--- src/rtl/dmem_arbiter.sv ---
// Two-port arbiter in front of a single data-memory port (CPU on port 0, debug/loader on port 1).
// Round-robin or fixed CPU priority with a debug starvation guard; responses return one cycle after accept.
module dmem_arbiter #(
  parameter int MODE     = 0,
  parameter int MAX_WAIT = 8
) (
  input  logic        clk,
  input  logic        rst_n,
  input  logic        p0_valid,
  output logic        p0_ready,
  input  logic [31:0] p0_addr,
  input  logic [31:0] p0_wrdata,
  input  logic [3:0]  p0_wrstb,
  output logic        p0_rsp_valid,
  output logic [31:0] p0_rsp_rddata,
  input  logic        p1_valid,
  output logic        p1_ready,
  input  logic [31:0] p1_addr,
  input  logic [31:0] p1_wrdata,
  input  logic [3:0]  p1_wrstb,
  output logic        p1_rsp_valid,
  output logic [31:0] p1_rsp_rddata,
  output logic [31:0] mem_addr,
  output logic [31:0] mem_wrdata,
  output logic [3:0]  mem_wrstb,
  input  logic [31:0] mem_rddata
);

  localparam logic [7:0] WAIT_LIM = 8'(MAX_WAIT);

  logic        last_grant;
  logic [7:0]  wait_cnt;
  logic        pick1;
  logic        grant0;
  logic        grant1;
  logic        vld0_p1;
  logic        vld1_p1;
  logic [31:0] rdata0_p1;
  logic [31:0] rdata1_p1;

  // Stage p0: combinational arbitration and memory-side mux
  always_comb begin
    pick1 = 1'b0;
    if (MODE == 0) begin
      pick1 = ~last_grant;
    end else begin
      pick1 = (wait_cnt == WAIT_LIM);
    end
    grant0 = 1'b0;
    grant1 = 1'b0;
    if (rst_n) begin
      if (p0_valid && p1_valid) begin
        grant0 = ~pick1;
        grant1 = pick1;
      end else begin
        grant0 = p0_valid;
        grant1 = p1_valid;
      end
    end
  end

  assign p0_ready = grant0;
  assign p1_ready = grant1;

  always_comb begin
    mem_addr   = 32'd0;
    mem_wrdata = 32'd0;
    mem_wrstb  = 4'd0;
    if (grant0) begin
      mem_addr   = p0_addr;
      mem_wrdata = p0_wrdata;
      mem_wrstb  = p0_wrstb;
    end else if (grant1) begin
      mem_addr   = p1_addr;
      mem_wrdata = p1_wrdata;
      mem_wrstb  = p1_wrstb;
    end
  end

  // Arbitration state: last_grant starts at 1 so port 0 wins the first contention
  always_ff @(posedge clk) begin
    if (!rst_n) begin
      last_grant <= 1'b1;
      wait_cnt   <= 8'd0;
    end else begin
      if (grant0 || grant1) begin
        last_grant <= grant1;
      end
      if (MODE == 0) begin
        wait_cnt <= 8'd0;
      end else if (!p1_valid || grant1) begin
        wait_cnt <= 8'd0;
      end else if (wait_cnt != WAIT_LIM) begin
        wait_cnt <= wait_cnt + 8'd1;
      end
    end
  end

  // Stage p1: response capture, read-before-write on the accept edge
  always_ff @(posedge clk) begin
    if (!rst_n) begin
      vld0_p1   <= 1'b0;
      vld1_p1   <= 1'b0;
      rdata0_p1 <= 32'd0;
      rdata1_p1 <= 32'd0;
    end else begin
      vld0_p1 <= grant0;
      vld1_p1 <= grant1;
      if (grant0) begin
        rdata0_p1 <= mem_rddata;
      end
      if (grant1) begin
        rdata1_p1 <= mem_rddata;
      end
    end
  end

  assign p0_rsp_valid  = vld0_p1;
  assign p0_rsp_rddata = rdata0_p1;
  assign p1_rsp_valid  = vld1_p1;
  assign p1_rsp_rddata = rdata1_p1;

endmodule
--- config.mk ---
export PLATFORM = sky130hd
export DESIGN_NAME = dmem_arbiter
export DESIGN_NICKNAME = d
export VERILOG_FILES = /design/src/rtl/dmem_arbiter.sv
export SDC_FILE = /design/constraint.sdc
export NUM_CORES = 1
export LEC_CHECK = 0
export BUFFER_PORTS_ARGS = -buffer_cell sky130_fd_sc_hd__buf_2
export CORE_AREA = 2 2 119 121
export DETAILED_ROUTE_END_ITERATION = 8
export DIE_AREA = 0 0 121 123
export GPL_TIMING_DRIVEN = 0
export PLACE_DENSITY = 0.7
export SYNTH_ARGS = -nofsm -noshare
export SYNTH_HDL_FRONTEND = slang
export SYNTH_SLANG_ARGS = --single-unit
--- constraint.sdc ---
create_clock -name clk -period 1.6 [get_ports clk]
set_clock_uncertainty 0.05 [all_clocks]
set_input_delay 0.08 -clock clk [delete_from_list [all_inputs] [get_ports clk]]
set_output_delay 0.08 -clock clk [all_outputs]
set_load 0.01 [all_outputs]
==> impl_results.html, run 1 <==
<table>
<tr><th>Metric</th><th>Value</th></tr>
<tr><th colspan="2">STA</th></tr>
<tr><td>Post-layout min period</td><td>1.77 ns</td></tr>
<tr><td>Maximum frequency from static timing analysis</td><td>0.565 GHz</td></tr>
<tr><td>Worst Tran Pin Value</td><td>0.598 ns</td></tr>
<tr><td>Final-layout worst hold slack</td><td>0.0373 ns</td></tr>
<tr><td>Unrepaired setup endpoints after global routing</td><td>yes</td></tr>
<tr><td>Pins Over Slew Limit</td><td>0</td></tr>
<tr><td>Setup Viol. Count Final</td><td>69</td></tr>
<tr><td>Post-Route Setup TNS</td><td>-6.76 ns</td></tr>
<tr><td>Final-report hold violation count</td><td>0</td></tr>
<tr><td>Period Utilization, post-route</td><td>111%</td></tr>
<tr><td>Final worst slack</td><td>-0.171 ns</td></tr>
<tr><td>Slew headroom</td><td>60.1%</td></tr>
<tr><th colspan="2">Critical path</th></tr>
<tr><td>Number of cells on the worst reg-to-reg path</td><td>5</td></tr>
<tr><td>Data arrival time of the critical path</td><td>1.64 ns</td></tr>
<tr><td>Cell occurring most often along the worst timing path</td><td>buf_12</td></tr>
<tr><td>Register-to-Register Setup Slack</td><td>0.09 ns</td></tr>
<tr><td>Highest net fanout along the worst path</td><td>5</td></tr>
<tr><td>CP Cell Sequence</td><td>a21boi_4, buf_8, buf_12, buf_12, nand3_2, o21ai_1, buf_2</td></tr>
<tr><td>Critical path launch point type</td><td>register</td></tr>
<tr><td>End of the worst register-to-register path</td><td>p1_rsp_rddata[7]</td></tr>
<tr><td>Data required time of the critical path</td><td>1.47 ns</td></tr>
<tr><td>Critical path's slowest cell</td><td>dfxtp_4</td></tr>
<tr><td>R2R Path Start</td><td>last_grant</td></tr>
<tr><td>Setup Crit Path Kind</td><td>register to output pin</td></tr>
<tr><td>Sort of element at the end of the critical path</td><td>output pin</td></tr>
<tr><td>Slowest stage delay, CP</td><td>0.36 ns</td></tr>
<tr><th colspan="2">Yosys</th></tr>
<tr><td>Post-Syn Nets</td><td>701</td></tr>
<tr><td>Post-Syn Area</td><td>0.00365 mm^2</td></tr>
<tr><td>Number of distinct library cell variants in the gate-level netlist after synthesis</td><td>15</td></tr>
<tr><td>Yosys warning total</td><td>0</td></tr>
<tr><td>Syn avg cell area</td><td>6.90 um^2</td></tr>
<tr><td>Count of mapped cells out of synthesis</td><td>529</td></tr>
<tr><td>Fraction of the yosys area taken by sequential cells</td><td>36.7%</td></tr>
<tr><td>Yosys reg bits</td><td>67</td></tr>
<tr><th colspan="2">Clock network</th></tr>
<tr><td>CTS buffer count</td><td>9</td></tr>
<tr><td>Skew-Pair Late Insertion Delay</td><td>0.33 ns</td></tr>
<tr><td>Maximum count of clock buffers along a single path</td><td>2</td></tr>
<tr><td>Clock tree from TritonCTS</td><td>built</td></tr>
<tr><td>Number of clock sinks seen by CTS</td><td>67</td></tr>
<tr><td>CTS clock-pin slew for the worst setup and hold paths</td><td>0.06 ns</td></tr>
<tr><td>Cell at the root of the clock tree</td><td>clkbuf_16</td></tr>
<tr><td>Htree depth</td><td>3</td></tr>
<tr><th colspan="2">Floorplanning</th></tr>
<tr><td>Initial core utilization</td><td>26.8%</td></tr>
<tr><td>Height of the chip</td><td>123 um</td></tr>
<tr><td>Core Area</td><td>0.0136 mm^2</td></tr>
<tr><td>Chip Width</td><td>121 um</td></tr>
<tr><td>Top-level port count</td><td>308</td></tr>
<tr><td># rows</td><td>43</td></tr>
<tr><td>Die area</td><td>0.0149 mm^2</td></tr>
<tr><th colspan="2">Place</th></tr>
<tr><td>Weighted congestion reported at the end of routability-driven placement</td><td>0.862</td></tr>
<tr><td>Port Buffer Count</td><td>306</td></tr>
<tr><td>Dpl ws</td><td>-0.111 ns</td></tr>
<tr><td>HPWL after detailed placement</td><td>12300 um</td></tr>
<tr><th colspan="2">Drt</th></tr>
<tr><td>Number of detailed-route iterations in the first pass</td><td>5</td></tr>
<tr><td>Routed via count</td><td>5113</td></tr>
<tr><td>Starting DRC count in detailed routing</td><td>316</td></tr>
<tr><td>Number of vias per cell</td><td>4.77</td></tr>
<tr><td>Antenna Nets Post-Route</td><td>0</td></tr>
<tr><td>WL per Instance</td><td>15.7 um</td></tr>
<tr><td>Routed wire length</td><td>16800 um</td></tr>
<tr><td>DR DRC count</td><td>0</td></tr>
<tr><th colspan="2">Pwr</th></tr>
<tr><td>Total power draw</td><td>5580 uW</td></tr>
<tr><td>Static leakage</td><td>0.00333 uW</td></tr>
<tr><td>Highest ir drop seen on vdd</td><td>783 uV</td></tr>
<tr><td>Ratio of total power to cell area</td><td>842 mW/mm^2</td></tr>
<tr><th colspan="2">Run</th></tr>
<tr><td>Max cap viols</td><td>0</td></tr>
<tr><th colspan="2">Final layout</th></tr>
<tr><td>Syn-to-layout area delta</td><td>81.5%</td></tr>
<tr><td>Fraction of layout cells with a size suffix above 1</td><td>47.4%</td></tr>
<tr><td>Most frequent standard cell in the layout excluding fill and tap cells</td><td>buf_2</td></tr>
<tr><td>Highest-count cells in the layout ignoring fill and taps</td><td>328 x buf_2, 166 x nand2_1, 68 x nand3_1, 66 x dfxtp_1, 51 x o21ai_1</td></tr>
<tr><td>Diode insertion count for antenna repair</td><td>0</td></tr>
<tr><td>Total Nets Final</td><td>1061</td></tr>
<tr><th colspan="2">Hold path</th></tr>
<tr><td>Worst Hold Path Cells</td><td>4</td></tr>
<tr><td>Hold path startpoint</td><td>p0_valid</td></tr>
<tr><td>Endpoint with the worst hold slack</td><td>last_grant</td></tr>
<tr><td>Class of the tightest hold or removal check</td><td>input pin to register</td></tr>
<tr><th colspan="2">GRT</th></tr>
<tr><td>Initial antenna violation count</td><td>0</td></tr>
<tr><td>Maximum number of pins on one net before global-route repair</td><td>17</td></tr>
<tr><td>Global-route wire length before repair</td><td>23500 um</td></tr>
<tr><td>Aggregate global-route resource usage</td><td>20.3%</td></tr>
<tr><td>Remaining global-route overflow</td><td>0</td></tr>
<tr><td>Number of global-route vias before repair</td><td>4502</td></tr>
<tr><th colspan="2">Status</th></tr>
<tr><td>Status</td><td>complete, but fails checks</td></tr>
<tr><td>Failing checks</td><td>setup timing</td></tr>
</table>
==> metal layers <==
layer / GRT usage (%) / wire, um
met1: 25.4 / 7020
met4: 4.72 / 180
met3: 4.61 / 1230
met5: 0 / 0
met2: 35.6 / 8390
==> critical path: cells and delay by family, from the launching register on <==
kind                   cells  cell delay (ns)
buffers and inverters      4             0.55
DFF                        1             0.36
AOI/OAI and AO/OA          2             0.32
and+or+nand+nor            1             0.08
==> cell type report <==
cell class	count	area [um^2]
buffer	54	382
clock buffer	11	253
clock inverter	4	97.6
fill	1345	6980
inverter	2	7.51
multi-input combinational	405	2280
sequential	67	1350
tap	180	225
timing repair buffer	350	2040
==> report_power, final <==
part	internal [uW]	total (uW)	switching, uW
registers	1780	1830	53.4
clock network	1600	2340	746
logic	651	1410	755
total	4030	5580	1550
==> state kept, by name, summed over array words and instances (netlist names) <==
name / flops
p0_rsp_rddata: 32
p1_rsp_rddata: 32
p0_rsp_valid: 1
last_grant: 1
p1_rsp_valid: 1
==> worst max-delay path by stage <==
stage                          start           end  slack [ns]  cells after the start
after global routing      last_grant  mem_addr[13]       -0.22                      7
after CTS                 last_grant  mem_addr[30]       -0.21                      7
final                     last_grant  mem_wrstb[0]       -0.17                      7
after floorplan           last_grant  mem_addr[16]        0.41                      5
after detailed placement  last_grant  mem_wrstb[2]       -0.11                      6
after global placement    last_grant  mem_wrstb[2]       -0.11                      6
==> what timing repair did <==
| action | in CTS | in global routing |
|---|---|---|
| resized for setup | 29 | 69 |
| pin swaps | 1 | 20 |
| hold buffers | 33 | 0 |
| cloned | 1 | 2 |
| buffers inserted | 6 | 2 |
| endpoints found under the hold margin | 65 | 0 |
| endpoints found under the setup margin | 70 | 80 |
==> synth_stat cells <==
| master | n | area (um^2) |
|---|---|---|
| clkbuf_2 | 4 | 20.0 |
| o21ai_1 | 60 | 300 |
| buf_2 | 25 | 125 |
| clkbuf_1 | 13 | 48.8 |
| buf_6 | 5 | 56.3 |
| mux2i_1 | 32 | 320 |
| dfxtp_1 | 67 | 1340 |
| nand2_1 | 166 | 623 |
| nor2_1 | 2 | 7.51 |
| nand3_1 | 100 | 500 |
| and2_1 | 2 | 12.5 |
| buf_4 | 8 | 60.1 |
| inv_1 | 2 | 7.51 |
| o21ai_0 | 42 | 210 |
| a21boi_4 | 1 | 18.8 |
==> per-stage QoR <==
stage               area, um^2  std cells  utilization [%]
floorplan                 3650        529                -
global placement          5410       1015             39.7
detailed placement        5410       1015             39.7
CTS                       6260       1069             46.0
global route              6630       1073             48.7
finish                    6630       1073             48.7
==> cell families after synthesis <==
family	after synthesis	share of synthesized area, %
buffers and inverters	57	8.70
AO/OA/AOI/OAI	103	14.5
flip-flops	67	36.7
AND/OR/NAND/NOR	270	31.3
multiplexers	32	8.77
Power figures use the tool's default switching activity.
==> run 2, diff against run 1 <==
--- a/config.mk
+++ b/config.mk
@@ -6,11 +6,12 @@
 export NUM_CORES = 1
 export LEC_CHECK = 0
 export BUFFER_PORTS_ARGS = -buffer_cell sky130_fd_sc_hd__buf_2
-export CORE_AREA = 2 2 119 121
+export CORE_AREA = 2 2 121 123
+export CTS_BUF_LIST = sky130_fd_sc_hd__clkbuf_4
 export DETAILED_ROUTE_END_ITERATION = 8
-export DIE_AREA = 0 0 121 123
+export DIE_AREA = 0 0 123 125
 export GPL_TIMING_DRIVEN = 0
-export PLACE_DENSITY = 0.7
+export PLACE_DENSITY = 0.68
 export SYNTH_ARGS = -nofsm -noshare
 export SYNTH_HDL_FRONTEND = slang
 export SYNTH_SLANG_ARGS = --single-unit
==> run 2 against run 1 <==
  * Non-clock buffer count grew 2
  * Maximum frequency is essentially flat
  * Via count shrank 3.3%
  * Critical endpoint is now mem_wrdata[9]
  * The run still ends with setup timing left
  * Combinational power shrank 4%
  * Core utilization shrank 5.1 points
==> impl_results.html, run 2 (synthesis results as in run 1) <==
<table>
<tr><th>Metric</th><th>Value</th></tr>
<tr><th colspan="2">Critical path</th></tr>
<tr><td>Highest net fanout along the worst path</td><td>10</td></tr>
<tr><td>Data required time of the critical path</td><td>1.47 ns</td></tr>
<tr><td>Number of cells on the worst reg-to-reg path</td><td>7</td></tr>
<tr><td>Critical path launch point type</td><td>register</td></tr>
<tr><td>Register-to-Register Setup Slack</td><td>0.09 ns</td></tr>
<tr><td>CP Launch Point</td><td>last_grant</td></tr>
<tr><td>Data arrival time of the critical path</td><td>1.64 ns</td></tr>
<tr><td>Sort of element at the end of the critical path</td><td>output pin</td></tr>
<tr><td>R2R Path Start</td><td>last_grant</td></tr>
<tr><td>Setup Crit Path Kind</td><td>register to output pin</td></tr>
<tr><td>End of the worst register-to-register path</td><td>p1_rsp_rddata[21]</td></tr>
<tr><th colspan="2">GRT</th></tr>
<tr><td>Maximum number of pins on one net before global-route repair</td><td>13</td></tr>
<tr><td>GR met3 Demand/Resource</td><td>5.20%</td></tr>
<tr><td>Global-route wire length before repair</td><td>23100 um</td></tr>
<tr><td>Aggregate global-route resource usage</td><td>19.2%</td></tr>
<tr><td>Met2 track demand over resource in global routing</td><td>34.0%</td></tr>
<tr><td>Remaining global-route overflow</td><td>0</td></tr>
<tr><td>Met1 track utilization from global routing</td><td>22.2%</td></tr>
<tr><td>Initial antenna violation count</td><td>1</td></tr>
<tr><td>Number of global-route vias before repair</td><td>4440</td></tr>
<tr><td>Global routing's busiest layer</td><td>met2</td></tr>
<tr><th colspan="2">Place</th></tr>
<tr><td>HPWL after detailed placement</td><td>12200 um</td></tr>
<tr><td>Weighted congestion reported at the end of routability-driven placement</td><td>0.873</td></tr>
<tr><td>Port Buffer Count</td><td>306</td></tr>
<tr><td>Dpl ws</td><td>-0.114 ns</td></tr>
<tr><td>Cells after DPL</td><td>1019</td></tr>
<tr><th colspan="2">STA</th></tr>
<tr><td>Slew headroom</td><td>56.2%</td></tr>
<tr><td>Post-Route Setup TNS</td><td>-8.10 ns</td></tr>
<tr><td>Worst Tran Pin Value</td><td>0.657 ns</td></tr>
<tr><td>Final-report hold violation count</td><td>0</td></tr>
<tr><td>Period Utilization, post-route</td><td>111%</td></tr>
<tr><td>Maximum frequency from static timing analysis</td><td>0.565 GHz</td></tr>
<tr><td>Unrepaired setup endpoints after global routing</td><td>yes</td></tr>
<tr><td>Post-layout min period</td><td>1.77 ns</td></tr>
<tr><td>Pins Over Slew Limit</td><td>0</td></tr>
<tr><td>Final worst slack</td><td>-0.170 ns</td></tr>
<tr><td>Setup Viol. Count Final</td><td>69</td></tr>
<tr><th colspan="2">Hold path</th></tr>
<tr><td>Class of the tightest hold or removal check</td><td>input pin to register</td></tr>
<tr><td>Hold path startpoint</td><td>p0_valid</td></tr>
<tr><td>Endpoint with the worst hold slack</td><td>p0_rsp_valid</td></tr>
<tr><td>Worst Hold Path Cells</td><td>5</td></tr>
<tr><th colspan="2">Clock network</th></tr>
<tr><td>Number of clock sinks seen by CTS</td><td>67</td></tr>
<tr><td>Htree depth</td><td>3</td></tr>
<tr><td>Clock tree from TritonCTS</td><td>built</td></tr>
<tr><td>Cell at the root of the clock tree</td><td>clkbuf_4</td></tr>
<tr><td>CTS clock-pin slew for the worst setup and hold paths</td><td>0.11 ns</td></tr>
<tr><td>Skew-Pair Late Insertion Delay</td><td>0.39 ns</td></tr>
<tr><td>CTS buffer count</td><td>9</td></tr>
<tr><td>Maximum count of clock buffers along a single path</td><td>2</td></tr>
<tr><th colspan="2">Pwr</th></tr>
<tr><td>Total power draw</td><td>4100 uW</td></tr>
<tr><td>Ratio of total power to cell area</td><td>663 mW/mm^2</td></tr>
<tr><td>Highest ir drop seen on vdd</td><td>481 uV</td></tr>
<tr><td>Static leakage</td><td>0.00321 uW</td></tr>
<tr><th colspan="2">Floorplanning</th></tr>
<tr><td>Chip Width</td><td>123 um</td></tr>
<tr><td>Core Area</td><td>0.0142 mm^2</td></tr>
<tr><td># rows</td><td>44</td></tr>
<tr><td>Initial core utilization</td><td>25.7%</td></tr>
<tr><td>Die area</td><td>0.0154 mm^2</td></tr>
<tr><td>Top-level port count</td><td>308</td></tr>
<tr><td>Height of the chip</td><td>125 um</td></tr>
<tr><th colspan="2">Final layout</th></tr>
<tr><td>Post-route non-filler standard cell count</td><td>1078</td></tr>
<tr><td>Fin util</td><td>43.6%</td></tr>
<tr><td>Diode insertion count for antenna repair</td><td>0</td></tr>
<tr><td>Fraction of layout cells with a size suffix above 1</td><td>44.9%</td></tr>
<tr><td>Fillcell total</td><td>1465</td></tr>
<tr><td>Highest-count cells in the layout ignoring fill and taps</td><td>327 x buf_2, 166 x nand2_1, 89 x nand3_1, 66 x dfxtp_1, 55 x o21ai_1</td></tr>
<tr><td>Total Nets Final</td><td>1063</td></tr>
<tr><td>Syn-to-layout area delta</td><td>69.4%</td></tr>
<tr><td>Most frequent standard cell in the layout excluding fill and tap cells</td><td>buf_2</td></tr>
<tr><th colspan="2">Drt</th></tr>
<tr><td>Number of detailed-route iterations in the first pass</td><td>5</td></tr>
<tr><td>Routed wire length</td><td>16000 um</td></tr>
<tr><td>DR DRC count</td><td>0</td></tr>
<tr><td>WL per Instance</td><td>14.8 um</td></tr>
<tr><td>Starting DRC count in detailed routing</td><td>185</td></tr>
<tr><td>Number of vias per cell</td><td>4.59</td></tr>
<tr><td>Antenna Nets Post-Route</td><td>0</td></tr>
<tr><td>Routed via count</td><td>4943</td></tr>
<tr><th colspan="2">Run</th></tr>
<tr><td>Max cap viols</td><td>0</td></tr>
<tr><th colspan="2">Status</th></tr>
<tr><td>Failing checks</td><td>setup timing</td></tr>
<tr><td>Status</td><td>complete, but fails checks</td></tr>
</table>
## run 2: cell count changes in the layout (fill, tap and decap cells not counted), moves of 4 or more
cell / before / now
buf_4: 4 / 9
clkbuf_4: 1 / 16
clkbuf_2: 6 / 1
buf_6: 11 / 15
o21ai_1: 51 / 55
clkbuf_16: 11 / 2
nand3_2: 21 / 11
nand3_4: 11 / 0
nand3_1: 68 / 89
## run 2: how the worst max path moves through the flow
| stage | to | depth (start not counted) |
|---|---|---|
| finish | mem_wrdata[9] | 6 |
| global placement | mem_wrdata[27] | 6 |
| global route | mem_wrdata[5] | 6 |
| CTS | mem_addr[25] | 6 |
| floorplan | mem_addr[16] | 5 |
| detailed placement | mem_wrdata[27] | 6 |
## run 2: repair_timing
action / CTS / global route
setup buffers: 8 / 1
hold endpoints to repair: 65 / 0
pin swaps: 1 / 0
setup endpoints to repair: 70 / 92
hold buffers: 34 / 0
gates resized for setup: 36 / 40
gates cloned: 0 / 3
## run 2: through the flow
| step | area (um^2) | hold slack, ns |
|---|---|---|
| floorplan | 3650 | 0.160 |
| global placement | 5410 | 0.260 |
| detailed placement | 5410 | 0.271 |
| CTS | 6030 | 0.202 |
| global route | 6190 | 0.230 |
| finish | 6190 | 0.221 |
## run 2: final cells by class
class                           instances  area (um^2)  area share [%]
Multi-Input combinational cell        405         2090            33.7
Tap cell                              184          230            3.72
Inverter                                2         7.51           0.121
Timing Repair Buffer                  352         2010            32.6
Sequential cell                        67         1350            21.7
Clock inverter                          3         17.5           0.283
Buffer                                 54          405            6.55
Clock buffer                           11         82.6            1.33
## run 2: worst max-delay path, cell delays in order (launching register included)
cell,delay (ns)
dfxtp_4,0.38
a21boi_4,0.19
buf_12,0.17
buf_6,0.14
nand3_1,0.13
o21ai_2,0.09
buf_2,0.15
## run 2: routing by layer
metal / part of all wire, % / vias to the layer above
met5: 0.081 / -
met4: 1.7 / 2
met3: 8.0 / 22
met2: 49 / 217
met1: 41 / 2201
li1: - / 2501
## run 2: power breakdown
group / internal [uW] / switching (uW) / total, uW
clock: 334 / 593 / 927
sequential: 1770 / 51.3 / 1820
combinational: 637 / 711 / 1350
total: 2740 / 1360 / 4100
